File: src/rtl/cdi_rle_pkg.sv
// Shared constants and types for the CD-i CLUT7 RLE encoder.
// Line lengths, run limits and the encoder state enum.
package cdi_rle_pkg;

  localparam logic [8:0] LINE_LEN_NORMAL = 9'd384;
  localparam logic [8:0] LINE_LEN_ST     = 9'd360;
  localparam logic [8:0] MAX_RUN         = 9'd255;
  localparam logic [8:0] MIN_RUN         = 9'd3;

  typedef enum logic [2:0] {
    IDLE,
    ACCUM,
    FLUSH_CODE,
    FLUSH_COUNT,
    FLUSH_SINGLE
  } enc_state_e;

  function automatic logic [8:0] clip_run(logic [8:0] len);
    return (len > MAX_RUN) ? MAX_RUN : len;
  endfunction

endpackage

File: src/rtl/clut_rle_encoder.sv
// CLUT7 run-length encoder: 7-bit pixel line in, RLE7 byte stream out.
// Moore outputs; passthrough bypasses the encoder entirely.
module clut_rle_encoder
  import cdi_rle_pkg::*;
(
  input  logic       clk,
  input  logic       reset,
  input  logic       st,
  input  logic       passthrough,
  input  logic [7:0] src_pixel,
  input  logic       src_write,
  output logic       src_strobe,
  output logic [7:0] dst_pixel,
  output logic       dst_write,
  input  logic       dst_strobe,
  output logic       line_end
);

  enc_state_e state;
  logic [6:0] run_pix;
  logic [6:0] pend_pix;
  logic [8:0] run_len;
  logic [8:0] line_cnt;
  logic       pend_valid;
  logic       pend_eol;
  logic       eol;
  logic       rdy;
  logic       out_valid;
  logic       out_last;
  logic [7:0] out_byte;

  logic [6:0] in_pix;
  logic [8:0] line_eff;
  logic [8:0] run_inc;
  logic [8:0] emit_cnt;
  logic [8:0] run_rem;
  logic       accept;
  logic       xfer;
  logic       last_pix;
  logic       same_pix;

  assign in_pix   = src_pixel[6:0];
  assign accept   = rdy && src_write;
  assign xfer     = out_valid && dst_strobe;
  // line_cnt==0 marks a line start, where st is sampled
  assign line_eff = (line_cnt == 9'd0) ?
                    (st ? LINE_LEN_ST : LINE_LEN_NORMAL) :
                    line_cnt;
  assign last_pix = (line_eff == 9'd1);
  assign same_pix = (in_pix == run_pix);
  assign run_inc  = run_len + 9'd1;
  assign emit_cnt = clip_run(run_len);
  assign run_rem  = (state == FLUSH_SINGLE) ? run_len - 9'd1 :
                    eol ? 9'd0 : run_len - emit_cnt;

  assign src_strobe = passthrough ? dst_strobe : rdy;
  assign dst_write  = passthrough ? src_write : out_valid;
  assign dst_pixel  = passthrough ? src_pixel : out_byte;
  assign line_end   = !passthrough && out_valid &&
                      out_last && dst_strobe;

  always_ff @(posedge clk or posedge reset) begin
    if (reset) begin
      state      <= IDLE;
      run_pix    <= '0;
      pend_pix   <= '0;
      run_len    <= '0;
      line_cnt   <= '0;
      pend_valid <= 1'b0;
      pend_eol   <= 1'b0;
      eol        <= 1'b0;
      rdy        <= 1'b0;
      out_valid  <= 1'b0;
      out_last   <= 1'b0;
      out_byte   <= '0;
    end else if (passthrough) begin
      state      <= IDLE;
      run_len    <= '0;
      line_cnt   <= '0;
      pend_valid <= 1'b0;
      pend_eol   <= 1'b0;
      eol        <= 1'b0;
      rdy        <= 1'b0;
      out_valid  <= 1'b0;
      out_last   <= 1'b0;
    end else begin
      unique case (state)
        IDLE: begin
          rdy <= 1'b1;
          if (accept) begin
            run_pix  <= in_pix;
            run_len  <= 9'd1;
            line_cnt <= line_eff - 9'd1;
            if (last_pix) begin
              eol       <= 1'b1;
              rdy       <= 1'b0;
              state     <= FLUSH_SINGLE;
              out_valid <= 1'b1;
              out_byte  <= {1'b0, in_pix};
              out_last  <= 1'b1;
            end else begin
              state <= ACCUM;
            end
          end
        end
        ACCUM: begin
          if (accept) begin
            line_cnt <= line_eff - 9'd1;
            if (same_pix) begin
              run_len <= run_inc;
              if (last_pix) begin
                eol       <= 1'b1;
                rdy       <= 1'b0;
                out_valid <= 1'b1;
                out_last  <= 1'b0;
                if (run_inc >= MIN_RUN) begin
                  state    <= FLUSH_CODE;
                  out_byte <= {1'b1, run_pix};
                end else begin
                  state    <= FLUSH_SINGLE;
                  out_byte <= {1'b0, run_pix};
                end
              end
            end else begin
              pend_pix   <= in_pix;
              pend_valid <= 1'b1;
              pend_eol   <= last_pix;
              rdy        <= 1'b0;
              out_valid  <= 1'b1;
              out_last   <= 1'b0;
              if (run_len >= MIN_RUN) begin
                state    <= FLUSH_CODE;
                out_byte <= {1'b1, run_pix};
              end else begin
                state    <= FLUSH_SINGLE;
                out_byte <= {1'b0, run_pix};
              end
            end
          end
        end
        FLUSH_CODE: begin
          if (xfer) begin
            state    <= FLUSH_COUNT;
            out_byte <= eol ? 8'h00 : emit_cnt[7:0];
            out_last <= eol;
          end
        end
        FLUSH_COUNT, FLUSH_SINGLE: begin
          if (xfer) begin
            run_len  <= run_rem;
            out_last <= 1'b0;
            if (run_rem >= MIN_RUN) begin
              state    <= FLUSH_CODE;
              out_byte <= {1'b1, run_pix};
            end else if (run_rem != 9'd0) begin
              state    <= FLUSH_SINGLE;
              out_byte <= {1'b0, run_pix};
              out_last <= eol && (run_rem == 9'd1);
            end else if (pend_valid) begin
              run_pix    <= pend_pix;
              run_len    <= 9'd1;
              pend_valid <= 1'b0;
              pend_eol   <= 1'b0;
              if (pend_eol) begin
                eol      <= 1'b1;
                state    <= FLUSH_SINGLE;
                out_byte <= {1'b0, pend_pix};
                out_last <= 1'b1;
              end else begin
                state     <= ACCUM;
                out_valid <= 1'b0;
                rdy       <= 1'b1;
              end
            end else begin
              state     <= IDLE;
              eol       <= 1'b0;
              out_valid <= 1'b0;
              rdy       <= 1'b1;
            end
          end
        end
        default: state <= IDLE;
      endcase
    end
  end

endmodule

File: config.mk
export PLATFORM = sky130hd
export DESIGN_NAME = clut_rle_encoder
export DESIGN_NICKNAME = d
export VERILOG_FILES = /design/src/rtl/cdi_rle_pkg.sv /design/src/rtl/clut_rle_encoder.sv
export SDC_FILE = /design/constraint.sdc
export NUM_CORES = 1
export LEC_CHECK = 0
export BUFFER_PORTS_ARGS = -buffer_cell sky130_fd_sc_hd__buf_2
export CAP_MARGIN = 20
export CELL_PAD_IN_SITES_DETAIL_PLACEMENT = 1
export CELL_PAD_IN_SITES_GLOBAL_PLACEMENT = 1
export CORE_ASPECT_RATIO = 0.75
export CORE_UTILIZATION = 45
export CTS_CLUSTER_SIZE = 30
export DETAILED_ROUTE_END_ITERATION = 10
export GPL_ROUTABILITY_DRIVEN = 0
export GPL_TIMING_DRIVEN = 1
export PLACE_DENSITY_LB_ADDON = 0.1
export SYNTH_ARGS = -nofsm -noshare
export SYNTH_HDL_FRONTEND = slang
export SYNTH_SLANG_ARGS = --single-unit
File: constraint.sdc
create_clock -name clk -period 7.4 [get_ports clk]
set_input_delay 1.11 -clock clk [delete_from_list [all_inputs] [get_ports clk]]
set_output_delay 1.11 -clock clk [all_outputs]
set_load 0.02 [all_outputs]
Yosys cells after proc, flatten, opt, wreduce, memory -nomap -nowiden
Index checks and enable logic that the tools add are counted.

Flip-flop bits (word level): 49. Input bits: 14. Output and inout bits: 11. Logic and storage cells: 199.

Add/sub/neg operators: 4. Magnitude comparators: 4. Equal/unequal tests: 31. Muxes and demuxes: 115. Bitwise logic cells: 2. Reduce and logical (&&, ||, !) cells: 31.

Operator list (count): $mux W9 (15); $mux W8 (16); $mux W1 (55); $mux W3 (14); $mux W7 (5); $reduce_and A7 Y1 (5); $ne A3 B3 Y1 const B (11); $pmux W8 S4 (1); $ge A9 B2 Y1 const B (3); $pmux W9 S3 (1); $ne A4 B4 Y1 const B (5); $eq A9 B1 Y1 const B (2); $sub A9 B1 Y9 const B (2); $ne A2 B2 Y1 const B (8); $pmux W7 S2 (1); $pmux W3 S4 (1); $reduce_and A10 Y1 (1); $reduce_and A5 Y1 (2); $add A9 B1 Y9 const B (1); $gt A9 B8 Y1 const B (1); $logic_not A9 Y1 (1); $pmux W1 S3 (3); $reduce_bool A9 Y1 (1); $sub A9 B9 Y9 (1); 19 further kinds (31).

Logic depth before layout (Yosys ltp)
Gate-level depths: netlist of the first run.

Word-level depth: 12. Gate-level depth with buffers: 20. Depth with buffers taken out: 15.

Least setup slack after synthesis of the first run
No wires, ideal clock.

Path type: register to register. Start: register run_len[3]. End: register out_byte[1]. Setup time: 0.124 ns. Arrival time: 4.154 ns. Required time: 7.276 ns. Setup slack: 3.121 ns. Cell stages (with the launch flop): 20. Path buffers: 5. Period minus slack after synthesis: 4.279 ns. Cell sequence: dfrtp_1 > buf_4 > and3_1 > buf_4 > and3_1 > and2_1 > ha_1 > clkbuf_1 > nor2_1 > nand2_1 > ha_1 > clkbuf_1 > a311oi_1 > a221o_1 > a21boi_1 > nand4b_4 > o41ai_4 > buf_6 > mux2i_1 > a21oi_1.

Longest elaborated chain between the ends: 10. Elaborated cells on any way between the ends: 17. Classes of those cells: add/sub (2); order compare (2); eq/ne (2); mux (9); reduce/logical (2).

RTL lines: start, declared (RTL line clut_rle_encoder.sv:22) `logic [8:0] run_len;`; start signal, assigned (RTL line clut_rle_encoder.sv:110) `run_len <= run_inc;`; start signal, assigned (RTL line clut_rle_encoder.sv:150) `run_len <= run_rem;`; branches (longest 10 deep; another with $gt A9 B8 Y1); end signal, assigned (RTL line clut_rle_encoder.sv:99) `out_byte <= {1'b0, in_pix};`; end signal, assigned (RTL line clut_rle_encoder.sv:154) `out_byte <= {1'b1, run_pix};`; end signal, assigned (RTL line clut_rle_encoder.sv:157) `out_byte <= {1'b0, run_pix};`; end, declared (RTL line clut_rle_encoder.sv:30) `logic [7:0] out_byte;`.

Several ways; the timed one is not identified. The select of a mux whose other input is x is not followed. A chain may end at the register's enable or synchronous reset.

Worst setup path after layout of the first run
Start: register run_len[2]. End: register pend_valid.

Longest elaborated chain between the ends: 8. Elaborated cells on any way between the ends: 11. Classes of those cells: add/sub (2); order compare (2); eq/ne (2); mux (3); reduce/logical (2).

RTL lines: $gt A9 B8 Y1 (RTL line cdi_rle_pkg.sv:19) `return (len > MAX_RUN) ? MAX_RUN : len;`; $mux W9 (RTL line cdi_rle_pkg.sv:19); $sub A9 B9 Y9 (RTL line clut_rle_encoder.sv:54) `eol ? 9'd0 : run_len - emit_cnt;`; $mux W9 (RTL line clut_rle_encoder.sv:54); $mux W9 (*) (RTL line clut_rle_encoder.sv:53) `assign run_rem = (state == FLUSH_SINGLE) ? run_len - 9'd1 :`; $ge A9 B2 Y1 / $reduce_bool A9 Y1 (equally long branches) (RTL line clut_rle_encoder.sv:152, clut_rle_encoder.sv:155); $ne A3 B3 Y1 (no line); $reduce_and A6 Y1 (no line) (*); end signal, assigned (RTL line clut_rle_encoder.sv:69) `pend_valid <= 1'b0;`; end signal, assigned (RTL line clut_rle_encoder.sv:80) `pend_valid <= 1'b0;`; end signal, assigned (RTL line clut_rle_encoder.sv:162) `pend_valid <= 1'b0;`; end, declared (RTL line clut_rle_encoder.sv:24) `logic pend_valid;`.

Every way passes the cells marked *; elsewhere a longest branch is shown, timed or not.

==> results of run 1 <==
routing by layer:
layer	up-vias	GRT usage (%)	share of wire [%]
met4	0	9.09	1.8
met2	139	44.0	43
met1	2132	47.5	50
li1	1962	-	-
met5	-	0	0
met3	26	5.52	6.0
final timing paths:
kind | end | slack, ps | cells after the start
worst max-delay path | pend_valid$_DFFE_PP0P_ | 2160 | 15
worst min-delay path | out_byte[0]$_DFFE_PP0P_ | 490 | 2
worst max register to register | pend_valid$_DFFE_PP0P_ | 2160 | 15
worst min register to register | out_byte[0]$_DFFE_PP0P_ | 490 | 2
max in group asynchronous | run_pix[0]$_DFFE_PP0P_ | 6050 | 3
min in group asynchronous | pend_valid$_DFFE_PP0P_ | 820 | 2
report_power, final:
part	leakage [nW]	total [mW]	switching, mW	internal (mW)
registers	0.635	0.497	0.134	0.363
clock network	0.0735	0.251	0.115	0.136
logic	1.29	0.893	0.555	0.338
per-stage QoR:
step                      power, mW  cell area (µm²)  hold slack, ps  setup WS (ps)
after floorplan                1.12             4270             445           3120
final                          1.64             4560             493           2160
after global routing           1.75             4560             543           1800
after global placement         1.33             4380             469           2590
after detailed placement       1.37             4380             471           2300
after CTS                      1.62             4530             490           2280
worst register-to-register path: cells and delay by family, from the launching register on:
kind,cells,cell delay (ps)
AOI/OAI and AO/OA,2,410
adders and majority gates,2,830
and+or+nand+nor,11,3180
DFF,1,740
synth_stat cells, drive strengths merged, types with 2 or more instances:
| cell | instances | area share, % |
|---|---|---|
| nand2 | 84 | 7.4 |
| dfrtp | 49 | 29 |
| nor2 | 44 | 3.9 |
| o21ai | 44 | 5.2 |
| a21oi | 41 | 4.8 |
| clkbuf | 23 | 2.0 |
| mux2 | 23 | 6.1 |
| inv | 17 | 1.5 |
| nor3 | 17 | 2.4 |
| a31oi | 14 | 2.1 |
| buf | 14 | 2.3 |
| nor4 | 13 | 2.8 |
| xor2 | 11 | 2.3 |
| nand3 | 10 | 1.2 |
| mux2i | 9 | 2.1 |
| or2 | 9 | 1.3 |
| ha | 8 | 2.3 |
| a211oi | 7 | 1.3 |
| or3 | 7 | 1.0 |
| xnor2 | 7 | 1.4 |
| and3 | 6 | 0.88 |
| a22oi | 5 | 0.88 |
| and2 | 5 | 0.73 |
| nor2b | 5 | 0.73 |
| nand2b | 4 | 0.59 |
| nor3b | 4 | 1.2 |
| o31ai | 4 | 0.70 |
| o32ai | 4 | 0.82 |
| or4 | 4 | 0.79 |
| a311oi | 3 | 0.62 |
| a32oi | 3 | 0.62 |
| nor4b | 3 | 0.76 |
| o211ai | 3 | 0.53 |
| o22a | 3 | 0.62 |
| o22ai | 3 | 0.44 |
| o311ai | 3 | 0.62 |
| a21boi | 2 | 0.35 |
| a22o | 2 | 0.41 |
| a31o | 2 | 0.41 |
| a41o | 2 | 0.47 |
| nand4 | 2 | 0.29 |
state kept, by name, indices dropped and copies added (netlist names), 3 cells and up:
name and cells:
run_len 9, out_byte 8, run_pix 7, pend_pix 7, line_cnt 9, state 3
cell usage in the layout (no fill, tap or decap), types with 14 or more instances in the layout:
| cell | instances |
|---|---|
| sky130_fd_sc_hd__nand2_1 | 84 |
| sky130_fd_sc_hd__dfrtp_1 | 49 |
| sky130_fd_sc_hd__nor2_1 | 44 |
| sky130_fd_sc_hd__o21ai_0 | 43 |
| sky130_fd_sc_hd__a21oi_1 | 41 |
| sky130_fd_sc_hd__buf_2 | 24 |
| sky130_fd_sc_hd__mux2_2 | 23 |
| sky130_fd_sc_hd__inv_1 | 16 |
| sky130_fd_sc_hd__nor3_1 | 15 |
| sky130_fd_sc_hd__a31oi_1 | 14 |
cell families after synthesis:
family                   share of synthesized area (%)
adder cells (fa/ha/maj)                           2.35
XOR/XNOR                                          3.69
buffers and inverters                             5.84
AND/OR/NAND/NOR                                   27.5
flip-flops                                        28.7
multiplexers                                      8.18
AO/OA/AOI/OAI                                     23.7
cell type report:
| class | count | share of cell area [%] |
|---|---|---|
| timing repair buffer | 28 | 3.57 |
| sequential | 49 | 26.9 |
| inverter | 17 | 1.40 |
| tap | 128 | 3.51 |
| clock inverter | 2 | 0.357 |
| multi-input combinational | 437 | 61.2 |
| clock buffer | 6 | 3.05 |
==> results.md, run 1 <==
Outcome:
- The flow ran to the end, and the final reports show no timing, DRC or antenna violations.

Worst setup path:
- The critical path is of the flip-flop to flip-flop type.
- The critical path starts at run_len[2]$_DFFE_PP0P_.
- Together, buffers and inverters on the worst path number 0.
- The signal on the critical path passes through and3_1 > and3_1 > and2_1 > ha_1 > nor2_1 > nand2_1 > ha_1 > nand2_1 > nor3_1 > nor4_1 > nor4_4 > nand4b_4 > nor3_1 > a31oi_1 > a21o_1.
- Among all stages on the critical path, the largest delay is contributed by sky130_fd_sc_hd__nor3_1.
- The launch point of the worst reg-to-reg path is run_len[2]$_DFFE_PP0P_.
- Grouping stages by cell kind, the critical path spends the most delay in simple AND/OR/NAND/NOR gates.
- The worst setup path is launched from a flip-flop.
- The delay of the slowest critical-path stage is 950 ps.
- The data arrival time at the worst-slack endpoint is 5430 ps.
- The critical path required time is 7590 ps.
- In this run the worst path has a maximum fanout of 19.
- The kind of end point of the critical path is a flip-flop.

Power:
- Dividing total power by cell area gives a power density of 360 nW/µm².
- VDD sags by at most 0.000153 V.
- The static leakage is 2.00 nW.

Clock tree:
- The deepest clock path buffer count is 2.
- The clock transition at the registers of the reported paths is 70 ps.
- The TritonCTS sink count is 49.
- TritonCTS built the clock tree.
- The cell at the root of the clock tree is sky130_fd_sc_hd__clkbuf_16.
- For the worst-skew pair, the clock arrives at the later sink with an insertion delay of 300 ps.
- The number of buffers inserted to repair setup after CTS is 0.
- The post-cts repair resize count is 0.
- The number of hold buffers added after CTS was 0.
- The H-tree level count is 2.
- The clock buffer count from CTS is 5.

Timing:
- The time the final worst path needs with I/O delays and setup is 5240 ps.
- The final max-slew violation count was 0.
- The number of endpoints with negative hold slack in the final report is 0.
- Measured against its own limit, the worst slew margin works out to 24.2%.
- The worst-case clock skew is 5.78 ps.
- Of the available clock period, the critical path in the final layout requires 70.8%.
- The aggregate negative setup slack is 0 ps.
- Based on the critical path, the design can be clocked at up to 191 MHz.
- The worst-margin pin slew is 1130 ps.
- Setup repair after global routing left no endpoint under its margin.
- The number of endpoints failing setup at the final stage is 0.

Global route:
- The via count of the first global-routing pass is 4,039.
- Global routing finished with a remaining overflow of 0.
- The first global-routing pass estimated 23.3 mm of wire.
- The initial antenna violation count is 0.
- Entering global routing, the biggest net connects 50 pins.
- Global routing used 31.0% of the available tracks across all layers.

Finish:
- The combined area of the multi-input logic cells is 2790 µm².
- The count of non-filler cells in the finished layout is 667.
- The number of nets at the end of the flow is 560.
- The count of filler cells inserted in the layout is 1,139.
- The area growth from synthesis to layout is 6.86%.
- The post-layout utilization of the core is 50.0%.
- The share of layout cells above drive strength 1 is 15.4%.
- The repair_antennas step left the layout with diodes totalling 0.
- Across the whole layout, storage elements account for 1230 µm².

Synth:
- Counting flops with an async set or reset pin after synthesis yields a share of 100%.
- The net count after synthesis is 562.
- The count of distinct cell types in the synthesized netlist is 73.
- For this run, the register share of the synthesized area comes to 28.7%.
- The cell count after synthesis came out at 540.
- In the synthesized netlist the dominant register cell turns out to be sky130_fd_sc_hd__dfrtp_1.
- During synthesis, Yosys emitted a total of 0 warnings.
- Yosys mapped a number of flops with a built-in enable equal to 0.
- The post-synthesis register bit count is 49.
- Summing every instance area after synthesis gives 4270 µm².
- The mean instance size in the synthesized netlist is 7.90 µm².

Routing:
- The routed length per placed instance is 21.7 µm.
- For this block, the via count after detailed routing is 4,259.
- The first-pass iteration count of the detailed router is 5.
- In this run the remaining antenna-violating nets after routing total 0.
- The detailed router's first-iteration violation count is 324.
- The number of DRC violations after detailed routing is 0.
- The total wire length is 14.5 mm.
- In the routed layout, each cell is associated on average with a via count of 6.39.

Floorplan:
- The total die area is 9880 µm².
- For this configuration, the core starts out at a cell density of 46.8%.
- The area of the core is 9120 µm².
- The horizontal extent of the die is 114 µm.
- The number of placement rows is 30.
- The top-level port count is 25.
- Measured along the y axis, the die boundary spans 86.3 µm.

Flow run:
- The reported max-cap violation count is 0.

Min path:
- The launch point of the worst hold path is out_byte[0]$_DFFE_PP0P_.
- The tightest min-delay check is of the flip-flop to flip-flop type.

Placed design:
- The number of I/O port buffers is 24.
- Including well taps, the total number of placed cells is 657.
- After legalization and detailed placement, the total HPWL measured 10.4 mm.
(Power assumes the default switching activity.)
==> run 2: changes to the inputs <==
==> constraint.sdc (replaced) <==
create_clock -name clk -period 4.88 [get_ports clk]
set_input_delay 0.732 -clock clk [delete_from_list [all_inputs] [get_ports clk]]
set_output_delay 0.732 -clock clk [all_outputs]
set_load 0.02 [all_outputs]
==> results.md, run 2 (synthesized netlist as in run 1, its figures left out) <==
Floorplan:
- The floorplan die height is 86.3 µm.
- The core region is 9120 µm².
- The horizontal extent of the die is 114 µm.
- 25 I/O pins were placed.
- The number of placement rows is 30.
- The initial cell density of the core is 46.8%.
- The floorplan step defined a die boundary enclosing 9880 µm².

Clock tree:
- Buffers inserted to repair hold after CTS numbered 0.
- At the later pin of the worst-skew pair, clock insertion delay measures 310 ps.
- The H-tree level count is 2.
- The tree built by TritonCTS fans out to 49 sinks.
- Buffers added to address setup during post-CTS repair amount to 0.
- The number of clock buffers added by TritonCTS is 5.
- After clock tree synthesis, the repair step resized 0 gates.
- The deepest clock path buffer count is 2.
- After clock tree synthesis, the clock-pin slew on the worst setup and hold paths is 80 ps.
- In this run the clock root is driven by a sky130_fd_sc_hd__clkbuf_16.
- TritonCTS built the clock tree.

Worst setup path:
- The signal on the critical path passes through and2_1 > and3_1 > and2_1 > ha_1 > nor2_1 > nand2_1 > ha_1 > a311oi_1 > a221o_1 > a21boi_1 > nand4b_4 > o41ai_4 > buf_4 > mux2i_1 > a21oi_1.
- The delay of the slowest critical-path stage is 550 ps.
- Data on the critical path is required at its endpoint by 5070 ps.
- The data arrival time at the worst-slack endpoint is 4730 ps.
- The worst setup path is of the flip-flop to flip-flop kind.
- The slowest library cell on the worst path is sky130_fd_sc_hd__dfrtp_1.
- The kind of end point of the critical path is a flip-flop.
- The critical path's top delay family is simple AND/OR/NAND/NOR gates.
- The buffer and inverter count on the worst path is 1.
- The maximum fanout along the worst path is 16.
- The register-to-register setup slack is 330 ps.
- The worst setup path is launched from a flip-flop.

Global route:
- The via count of the first global-routing pass was 4,288.
- The initial antenna violation count came to 0.
- The global-route usage over all layers is 31.9%.
- The pin count of the biggest net entering global routing is 35.
- The global route total overflow is 0.
- The first global-routing pass estimated 24.1 mm of wire.

Placed design:
- The estimated wirelength of the detail-placed design is 10.8 mm.
- The number of I/O port buffers is 24.
- The post-detailed-placement cell area is 4490 µm².
- The post-placement setup slack is 575 ps.

Finish:
- The final antenna diode count is 0.
- The largest registers in the layout are line_cnt x9, run_len x9, out_byte x8.
- The library cells used most frequently in the layout, excluding fill and tap cells, are sky130_fd_sc_hd__nand2_1 (84), sky130_fd_sc_hd__dfrtp_1 (49), sky130_fd_sc_hd__nor2_1 (44).
- The count of filler cells inserted in the layout is 1,134.
- The share of layout cells above drive strength 1 is 17.4%.
- The most common library cell in the layout ignoring fill and taps is sky130_fd_sc_hd__nand2_1.
- From synthesis to final layout, the design area changed by 10.1%.
- The number of nets at the end of the flow is 573.
- The final instance area is 4700 µm².

Outcome:
- The run finished with clean final reports.

Timing:
- Setup repair after global routing left no endpoint under its margin.
- Once routing completed, OpenROAD measured the worst setup slack at 333 ps.
- After layout, the worst path uses 93.2% of the clock period.
- The number of endpoints with negative hold slack in the final report is 0.
- The final max-slew violation count is 0.
- The worst slew margin relative to its limit is 50.5%.
- The worst-margin pin slew is 742 ps.
- The time the final worst path needs with I/O delays and setup is 4550 ps.
- The aggregate negative setup slack is 0 ps.
- The worst-case clock skew is 8.28 ps.
- The number of endpoints failing setup at the final stage is 0.
- Derived from the worst setup path, the maximum achievable clock frequency is 220 MHz.

Flow run:
- Max-cap violations in this run came to 0.

Power:
- The peak supply drop is 0.000253 V.
- The ratio of total power to cell area is 561 nW/µm².
- Summed over all cells, the static leakage comes to 2.09 nW.

Routing:
- The detailed router's first-iteration violation count is 400.
- The number of DRC violations after detailed routing is 0.
- The remaining number of nets flagged by the antenna check after routing is 0.
- The number of vias per cell after detailed routing is 6.43.
- The total wire length is 15.0 mm.
- The first-pass iteration count of the detailed router is 5.
- The routed length per placed instance is 22.0 µm.
- Summing over every cut layer, the via total after detailed routing is 4,374.

Min path:
- The path category of the worst min-delay check is primary input to asynchronous set/reset pin.
run 2: cell types whose count changed in the layout (fill, tap and decap cells not counted), sizes merged:
| cell | change |
|---|---|
| bufinv | +2 |
| buf | +13 |
| clkbuf | -1 |
| clkinvlp | -1 |
run 2: through the flow:
| step | power [mW] | util (%) | hold slack [ps] | instances |
|---|---|---|---|---|
| after floorplan | 1.69 | - | 445 | 540 |
| after global placement | 2.06 | 49.1 | 461 | 670 |
| after detailed placement | 2.11 | 49.3 | 480 | 671 |
| after CTS | 2.60 | 51.4 | 488 | 679 |
| after global routing | 2.80 | 51.5 | 517 | 680 |
| final | 2.63 | 51.5 | 466 | 680 |
run 2: power by group:
group	internal, mW	switching [mW]	total (mW)	leakage [nW]
Sequential	0.551	0.173	0.724	0.635
Combinational	0.534	0.897	1.43	1.36
Clock	0.296	0.182	0.478	0.0944
Total	1.38	1.25	2.63	2.09
run 2: final timing paths:
path | start | to | depth (start not counted)
max in group asynchronous | reset | out_byte[3]$_DFFE_PP0P_ | 3
worst min-delay path | reset | pend_eol$_DFFE_PP0P_ | 2
worst max-delay path | run_len[6]$_DFFE_PP0P_ | out_byte[1]$_DFFE_PP0P_ | 15
worst max register to register | run_len[6]$_DFFE_PP0P_ | out_byte[1]$_DFFE_PP0P_ | 15
min in group clk | out_byte[0]$_DFFE_PP0P_ | out_byte[0]$_DFFE_PP0P_ | 2
worst min register to register | out_byte[0]$_DFFE_PP0P_ | out_byte[0]$_DFFE_PP0P_ | 2
run 2: area by class of cell:
| type | count | area, µm² | area share (%) |
|---|---|---|---|
| clock buffer | 5 | 125 | 2.66 |
| clock inverter | 3 | 68.8 | 1.47 |
| inverter | 17 | 63.8 | 1.36 |
| multi-input combinational | 437 | 2790 | 59.4 |
| sequential | 49 | 1230 | 26.1 |
| tap | 128 | 160 | 3.41 |
| timing repair buffer | 41 | 260 | 5.54 |
run 2: routing by layer:
layer | share of wire [%] | wire (µm) | track usage, %
met2 | 43 | 6460 | 45.9
met5 | 0 | 0 | 0
met3 | 7.4 | 1110 | 6.57
met4 | 1.2 | 173 | 7.67
met1 | 48 | 7240 | 48.3
==> run 3: changes to the inputs <==
--- a/config.mk
+++ b/config.mk
@@ -11,6 +11,7 @@
 export CELL_PAD_IN_SITES_GLOBAL_PLACEMENT = 1
 export CORE_ASPECT_RATIO = 0.75
 export CORE_UTILIZATION = 45
+export CTS_BUF_LIST = sky130_fd_sc_hd__clkbuf_4 sky130_fd_sc_hd__clkbuf_8
 export CTS_CLUSTER_SIZE = 30
 export DETAILED_ROUTE_END_ITERATION = 10
 export GPL_ROUTABILITY_DRIVEN = 0
==> results.md, run 3 (synthesized netlist as in run 1, its figures left out) <==
Worst setup path:
- The register-to-register setup slack is 350 ps.
- The slowest library cell on the worst path is sky130_fd_sc_hd__dfrtp_1.
- The kind of end point of the critical path is a flip-flop.
- The launch point of the worst reg-to-reg path is run_len[6]$_DFFE_PP0P_.
- The worst setup path startpoint is run_len[6]$_DFFE_PP0P_.
- The critical path required time is 5090 ps.
- The delay of the slowest critical-path stage is 560 ps.
- The data arrival time at the worst-slack endpoint is 4740 ps.
- The critical path is of the flip-flop to flip-flop type.
- In this run the worst setup path terminates at out_byte[1]$_DFFE_PP0P_.
- The worst register-to-register path has a depth of 15.
- Of all nets on the critical path, the largest fanout is 16.
- The endpoint identified for the worst register-to-register timing path is out_byte[1]$_DFFE_PP0P_.
- STA classifies the critical path startpoint as a flip-flop.
- Traced cell by cell, the critical path runs through and2_1 > and3_1 > and2_1 > ha_1 > nor2_1 > nand2_1 > ha_1 > a311oi_1 > a221o_1 > a21boi_1 > nand4b_4 > o41ai_4 > buf_4 > mux2i_1 > a21oi_1.

Timing:
- The time the final worst path needs with I/O delays and setup is 4530 ps.
- The worst path uses 92.7% of the clock period.
- Final hold analysis gives a worst-case slack of 430 ps.
- At the pin with the least slew margin, the transition time is 1040 ps.
- The worst-case clock skew is 9.19 ps.
- The number of endpoints with negative hold slack in the final report came to 0.
- Headroom to the max-slew limit came out at 29.9%.
- After layout, the worst setup slack is 354 ps.
- The final max-slew violation count was 0.
- Setup total negative slack on the finished layout was measured at 0 ps.
- Derived from the worst setup path, the maximum achievable clock frequency is 221 MHz.
- Setup repair after global routing left no endpoint under its margin.
- Setup violations remaining at the end of the flow were counted as 0.

Global route:
- The first-pass GRT wire length is 23.9 mm.
- The via count of the first global-routing pass was 4,304.
- The global route total overflow is 0.
- The pin count of the biggest net entering global routing is 35.
- The initial antenna violation count is 0.
- In the global route stage, overall resource usage came out at 31.6%.

Finish:
- 0 antenna diodes ended up in the layout.
- Summing all multi-input logic gate instances after layout gives 2790 µm².
- The sequential cell area is 1230 µm².
- The final layout contains 572 nets.
- The final instance area is 4630 µm².
- The count of filler cells inserted in the layout is 1,139.
- The share of layout cells above drive strength 1 is 17.2%.
- From synthesis to final layout, the design area changed by 8.56%.
- In the final layout, the registers with the most flip-flops are line_cnt x9, run_len x9, out_byte x8.
- The most common library cell in the layout ignoring fill and taps is sky130_fd_sc_hd__nand2_1.
- The library cells used most frequently in the layout, excluding fill and tap cells, are sky130_fd_sc_hd__nand2_1 (84), sky130_fd_sc_hd__dfrtp_1 (49), sky130_fd_sc_hd__nor2_1 (44).

Min path:
- The path category of the worst min-delay check is primary input to asynchronous set/reset pin.

Clock tree:
- Hold repair after CTS inserted 0 buffers.
- The worst-skew pair later-pin latency is 330 ps.
- TritonCTS built the clock tree.
- The deepest clock path buffer count is 2.
- The number of clock buffers added by TritonCTS is 5.
- CTS built an H-tree with a depth of 2.
- Clock-pin slew was measured on the worst setup and hold paths at 110 ps.
- The cell at the root of the clock tree is sky130_fd_sc_hd__clkbuf_8.
- The clock drives 49 sinks.
- In this run, post-CTS repair resized a total of 0 instances.
- After clock tree synthesis, the setup repair step added 0 buffers.

Power:
- The peak supply drop is 0.000243 V.
- In this run the power density over the cells is 542 nW/µm².
- In this run the static leakage power is 2.06 nW.

Floorplan:
- The total area inside the core boundary comes to 9120 µm².
- The floorplan die height is 86.3 µm.
- The die covers 9880 µm².
- The initial cell density of the core is 46.8%.
- Measured along the x axis, the die boundary spans 114 µm.
- The number of placement rows is 30.
- The top-level port count is 25.

Routing:
- The number of vias after detailed routing is 4,378.
- The final layout contains routed wiring with a total length of 14.9 mm.
- The remaining number of nets flagged by the antenna check after routing is 0.
- The routed length per placed instance is 21.9 µm.
- In the routed design, unresolved DRC markers number 0.
- Dividing the detail-routed via count by the number of cells gives 6.45.
- The detailed router's first-iteration violation count is 437.
- The first-pass iteration count of the detailed router is 5.

Placed design:
- The post-placement setup slack is 575 ps.
- The number of I/O port buffers is 24.
- The estimated wirelength of the detail-placed design is 10.8 mm.
- Once placement finished, the instance area stood at 4490 µm².

Outcome:
- The run finished with clean final reports.

Flow run:
- The reported max-cap violation count is 0.
==> run 3: worst min path at each step <==
| stage | startpoint | endpoint | slack (ps) |
|---|---|---|---|
| finish | reset | pend_valid$_DFFE_PP0P_ | 430 |
| global route | reset | state[0]$_DFFE_PP0P_ | 480 |
| CTS | reset | pend_valid$_DFFE_PP0P_ | 450 |
| detailed placement | out_byte[0]$_DFFE_PP0P_ | out_byte[0]$_DFFE_PP0P_ | 480 |
| global placement | out_byte[0]$_DFFE_PP0P_ | out_byte[0]$_DFFE_PP0P_ | 460 |
| floorplan | out_byte[0]$_DFFE_PP0P_ | out_byte[0]$_DFFE_PP0P_ | 450 |
==> run 3: report_power, final <==
group          internal, mW  switching [mW]  total, mW
clock                 0.207           0.169      0.376
combinational         0.528           0.886       1.41
sequential            0.550           0.172      0.722
total                  1.28            1.23       2.51
==> run 3: worst max-delay path: cells and delay by family, from the launching register on <==
kind,cells,cell delay (ps)
simple gates,6,1470
compound gates,5,1310
flops,1,560
fa+ha+maj,2,530
buf+inv,1,300
mux,1,240
==> run 3: routing by layer <==
metal / up-vias / global-route usage (%) / part of all wire (%)
li1: 1993 / - / -
met5: - / 0 / 0
met4: 0 / 7.56 / 1.3
met1: 2187 / 48.4 / 48
met3: 20 / 5.73 / 7.8
met2: 178 / 45.3 / 42
==> run 3: per-stage QoR <==
| stage | std cells | total power [mW] | util, % |
|---|---|---|---|
| after CTS | 679 | 2.49 | 50.8 |
| final | 679 | 2.51 | 50.8 |
| after global placement | 670 | 2.06 | 49.1 |
| after global routing | 679 | 2.69 | 50.8 |
| after floorplan | 540 | 1.69 | - |
| after detailed placement | 671 | 2.11 | 49.3 |
==> run 3: layout make-up <==
class                           count  share of cell area [%]
Clock inverter                      3                    1.49
Timing Repair Buffer               40                    5.46
Multi-Input combinational cell    437                    60.3
Clock buffer                        5                    1.49
Tap cell                          128                    3.46
Inverter                           17                    1.38
Sequential cell                    49                    26.5
